**src/rtl/mem_arbiter2.sv**
```systemverilog
// mem_arbiter2: two-master PicoRV32 memory arbiter with watchdog; MEM_ARB_ROUND_ROBIN_EN selects round-robin over fixed priority
module mem_arbiter2 #(
  parameter int TIMEOUT_CYCLES = 64,
  parameter int ADDR_WIDTH = 32
) (
  input  logic                  clock,
  input  logic                  resetn,
  input  logic                  m0_valid,
  input  logic                  m0_instr,
  input  logic [ADDR_WIDTH-1:0] m0_addr,
  input  logic [31:0]           m0_wdata,
  input  logic [3:0]            m0_wstrb,
  output logic                  m0_ready,
  output logic [31:0]           m0_rdata,
  input  logic                  m1_valid,
  input  logic                  m1_instr,
  input  logic [ADDR_WIDTH-1:0] m1_addr,
  input  logic [31:0]           m1_wdata,
  input  logic [3:0]            m1_wstrb,
  output logic                  m1_ready,
  output logic [31:0]           m1_rdata,
  output logic                  s_valid,
  output logic                  s_instr,
  output logic [ADDR_WIDTH-1:0] s_addr,
  output logic [31:0]           s_wdata,
  output logic [3:0]            s_wstrb,
  input  logic                  s_ready,
  input  logic [31:0]           s_rdata,
  output logic                  timeout_err,
  output logic [31:0]           grant_cnt0,
  output logic [31:0]           grant_cnt1
);
  localparam logic [1:0] IDLE = 2'd0, BUSY0 = 2'd1, BUSY1 = 2'd2, RELEASE = 2'd3;
  localparam int WW = $clog2(TIMEOUT_CYCLES);
  localparam logic [WW-1:0] WD_LAST = WW'(TIMEOUT_CYCLES - 1);
  logic [1:0] state;
  logic [WW-1:0] wd;
  logic busy, expire, done, req, pick1;
  assign busy = state == BUSY0 || state == BUSY1;
  assign expire = wd == WD_LAST;
  assign done = resetn && busy && (s_ready || expire);
  assign req = m0_valid || m1_valid;
  assign s_valid = busy;
  assign m0_ready = done && state == BUSY0;
  assign m1_ready = done && state == BUSY1;
  assign m0_rdata = m0_ready && s_ready ? s_rdata : '0;
  assign m1_rdata = m1_ready && s_ready ? s_rdata : '0;
`ifdef MEM_ARB_ROUND_ROBIN_EN
  logic rr_pri;
  assign pick1 = m1_valid && (!m0_valid || rr_pri);
  // priority flips to the master not granted on each grant
  always_ff @(posedge clock)
    if (!resetn) rr_pri <= 1'b0;
    else if (state == IDLE && req) rr_pri <= !pick1;
`else
  assign pick1 = m1_valid && !m0_valid;
`endif
  // grant FSM, request latch, watchdog and completion counters
  always_ff @(posedge clock) begin
    if (!resetn) begin
      state <= IDLE;
      wd <= '0;
      s_instr <= 1'b0;
      s_addr <= '0;
      s_wdata <= '0;
      s_wstrb <= '0;
      timeout_err <= 1'b0;
      grant_cnt0 <= '0;
      grant_cnt1 <= '0;
    end else begin
      if (state == IDLE) begin
        if (req) begin
          state <= pick1 ? BUSY1 : BUSY0;
          s_instr <= pick1 ? m1_instr : m0_instr;
          s_addr <= pick1 ? m1_addr : m0_addr;
          s_wdata <= pick1 ? m1_wdata : m0_wdata;
          s_wstrb <= pick1 ? m1_wstrb : m0_wstrb;
          wd <= '0;
        end
      end else if (busy) begin
        wd <= wd + 1'b1;
        if (s_ready || expire) state <= RELEASE;
        if (!s_ready && expire) timeout_err <= 1'b1;
      end else begin
        state <= IDLE;
      end
      if (m0_ready) grant_cnt0 <= grant_cnt0 + 1;
      if (m1_ready) grant_cnt1 <= grant_cnt1 + 1;
    end
  end
endmodule
```
**config.mk**
```make
export PLATFORM = sky130hd
export DESIGN_NAME = mem_arbiter2
export DESIGN_NICKNAME = d
export VERILOG_FILES = /design/src/rtl/mem_arbiter2.sv
export SDC_FILE = /design/constraint.sdc
export NUM_CORES = 1
export LEC_CHECK = 0
export CORE_AREA = 3 3 146 148
export CTS_BUF_LIST = sky130_fd_sc_hd__clkbuf_2
export CTS_CLUSTER_SIZE = 28
export DETAILED_ROUTE_END_ITERATION = 16
export DIE_AREA = 0 0 149 151
export GPL_ROUTABILITY_DRIVEN = 1
export PLACE_DENSITY_LB_ADDON = 0.25
export SLEW_MARGIN = 0
export SYNTH_ARGS = -nofsm -noshare
export SYNTH_HDL_FRONTEND = slang
export SYNTH_SLANG_ARGS = --single-unit
```
**constraint.sdc**
```tcl
create_clock -name clock -period 2.6 [get_ports clock]
set_input_delay 0.26 -clock clock [delete_from_list [all_inputs] [get_ports clock]]
set_output_delay 0.26 -clock clock [all_outputs]
set_load 0.05 [all_outputs]
```
==> impl_metrics.json, run 1 <==
{
  "hold_viol": 0,
  "max-slew-margin-rel_pct": 56.27,
  "cts_buffers": 17,
  "dr_total_vias": 7688,
  "antenna_found_initial": 1,
  "clkTransAtPathRegs_ns": 0.25,
  "power_density_mw_per_mm2": 664.1,
  "p_leak_nw": 4.493,
  "rsz0062_at_grt": "yes",
  "fmax_ghz": 0.4046,
  "end_kind": "primary output",
  "min_period_over_period_pct": 95.07,
  "status": "finished, final reports clean",
  "vdd_drop_max_uv": 471.7,
  "synth_warnings": 0,
  "critPathKind": "reg -> out",
  "place_area_mm2": 0.01193,
  "ys_seq_elements": 142,
  "portBuffers": 375,
  "setup_viol": 0,
  "vias_per_cell": 5.198,
  "drtIter0Drc": 374,
  "dieHeight_um": 151,
  "final_area_mm2": 0.01250,
  "async_reset_ff_share_pct": 0,
  "max-cap-violations": 0,
  "path_max_fanout": 32,
  "nets": 1376,
  "placedCellCount": 1433,
  "dieWidth_um": 149,
  "root_buffer": "clkbuf_2",
  "skew_ns": 0.04305,
  "grt_usage_pct": 22.48,
  "grt_max_degree": 75,
  "synth_edf_count": 0,
  "hold_class": "in -> reg",
  "critPathRequiredTime_ns": 2.34,
  "area.growth.synth_to_final_pct": 71.78,
  "tightest_slew_ns": 0.6539,
  "wire_per_inst_um": 18.21,
  "cts_max_level": 4,
  "ant_nets": 0,
  "netlist_instances": 839,
  "rows": 52,
  "clkLatencyLatePin_ns": 0.71,
  "synth_ff_type": "dfxtp_1",
  "register_area_mm2": 0.002846,
  "maxSlewViolCount": 0,
  "synth.distinct_cells": 42,
  "dp_hpwl_um": 20400,
  "cts.path.max_buffers": 2,
  "grt-ovfl-total": 0,
  "instances_no_fill": 1479,
  "fill_cells": 1773,
  "grt_pass1_vias": 7010,
  "grt_pass1_wl_um": 39690,
  "cts_tree": "built",
  "dieArea_mm2": 0.02250,
  "drc": 0,
  "arrival_ns": 2.21,
  "io_pins": 376,
  "fin_util_pct": 61.98,
  "initial_utilization_pct": 36.08,
  "wirelength_um": 26940,
  "fin_setup_tns_ns": 0,
  "syn_avg_cell_area_um2": 8.673,
  "syn_nets": 1020,
  "multi_input_area_mm2": 0.004225,
  "drtPass1Iterations": 5,
  "finalPower_mw": 8.301,
  "cts.sinks": 142,
  "place_congestion": 0.7891,
  "startpoint_type": "register",
  "coreArea_mm2": 0.02017,
  "yosysSeqAreaShare_pct": 39.06,
  "finalCriticalPeriod_ns": 2.472,
  "drive_gt1_share_pct": 13.74,
  "synth_area_mm2": 0.007277
}
==> report_power, final <==
| part | switching, mW | leakage [nW] | internal, mW |
|---|---|---|---|
| clock network | 0.896 | 0.144 | 0.463 |
| logic | 2.63 | 3.19 | 1.57 |
| registers | 0.199 | 1.16 | 2.55 |
| total | 3.72 | 4.49 | 4.58 |
==> cells by family after synthesis <==
kind of cell,after synthesis,share of synthesized area (%)
muxes,95,13.07
adders and majority gates,6,1.032
xor gates and xnor gates,2,0.2408
DFF,142,39.06
and+or+nand+nor,352,26.65
AOI/OAI and AO/OA,164,15.60
buffers and inverters,78,4.350
==> sequential cells by signal, summed over array words and instances (netlist names) <==
name and flops:
state 2, s_wdata 32, grant_cnt0 32, s_instr 1
grant_cnt1 32, s_addr 32, s_wstrb 4, wd 6
timeout_err 1
==> cells in the mapped netlist (4+ instances only) <==
cell type	n	area share (%)
o21a_1	5	0.52
and4_1	13	1.6
clkbuf_1	47	2.4
nand4_1	17	1.5
nand2b_1	28	2.4
or4_1	24	2.5
nand3_1	29	2.0
o31ai_1	18	1.9
a21oi_1	36	2.5
mux2i_1	95	13
and2_1	68	5.8
nor2_1	81	4.2
o21ai_0	12	0.83
ha_1	6	1.0
nor4_1	22	1.9
o311ai_0	7	0.84
or3_1	6	0.52
and3_1	4	0.34
nand2_1	47	2.4
a211oi_1	71	7.3
o41ai_1	8	0.96
buf_2	7	0.48
inv_1	11	0.57
buf_1	10	0.52
dfxtp_1	142	39
==> layer usage <==
metal	wire (um)	share of wire [%]	vias to the layer above	GRT usage (%)
li1	-	-	3821	-
met1	11290	42	3591	29.03
met2	13700	51	249	38.22
met3	1422	5.3	27	4.608
met4	527	2.0	0	6.316
met5	0	0	-	0
==> through the flow <==
stage | hold slack, ns | setup WS, ns
floorplan | 0.4516 | 0.1505
global placement | 0.4549 | 0.4615
detailed placement | 0.4683 | 0.3775
CTS | 0.07834 | 0.004704
global route | 0.09127 | -0.009860
finish | 0.1475 | 0.1283
==> path summary, 6_finish.rpt <==
| kind | from | to | slack, ns | depth (start not counted) |
|---|---|---|---|---|
| min | m0_wdata[22] | s_wdata[22] | 0.15 | 3 |
| max reg2reg | state[1] | grant_cnt1[18] | 0.33 | 8 |
| min reg2reg | grant_cnt0[31] | grant_cnt0[31] | 0.49 | 2 |
| max | state[1] | m0_rdata[29] | 0.13 | 6 |
==> cell usage in the layout, fill, tap and decap left out, drive strengths merged, types with 2 or more instances in the layout <==
cell,count
dfxtp,142
nand3,29
clkinvlp,3
or4,26
o41ai,8
a21oi,36
nor4b,2
and2,68
clkinv,6
o31ai,18
and3,4
o21ai,12
mux2i,95
nor2b,3
o21a,5
nor4,22
bufbuf,4
ha,6
clkbuf,18
a211oi,71
nor2,81
buf,90
nand4,18
or3,6
and4,14
inv,15
nor3b,3
nand2,47
clkdlybuf4s50,307
o311ai,8
bufinv,2
nand2b,28
o31a,2
==> cell type report <==
cell class,instances,area share (%)
clock buffers,18,0.7207
inverters,12,0.4004
multi-input cells,619,33.80
repair buffers,403,38.32
flip-flops and latches,142,22.77
diodes,1,0.02002
well taps,270,2.702
clock inverters,14,1.261
==> timing repair <==
item                                   4_1_cts  5_1_grt
hold buffers                                 1        0
endpoints found under the hold margin        5        0
setup buffers                                3        5
setup endpoints to repair                   67       66
gates cloned                                 4        0
pin swaps                                    1        1
resized for setup                           18       27
==> worst max-delay path: stages, from the launching register on <==
cell,delay (ns)
dfxtp_2,0.38
inv_2,0.06
ha_4,0.29
and4_4,0.26
buf_12,0.18
and2_1,0.20
buf_12,0.15
Note: power is estimated with default switching activity, not from simulation.
==> run 2: changes to the inputs <==
- SLEW_MARGIN: 0 -> not set
==> results of run 2 <==
No change in the layout: final DEF, timing and power equal those of run 1.
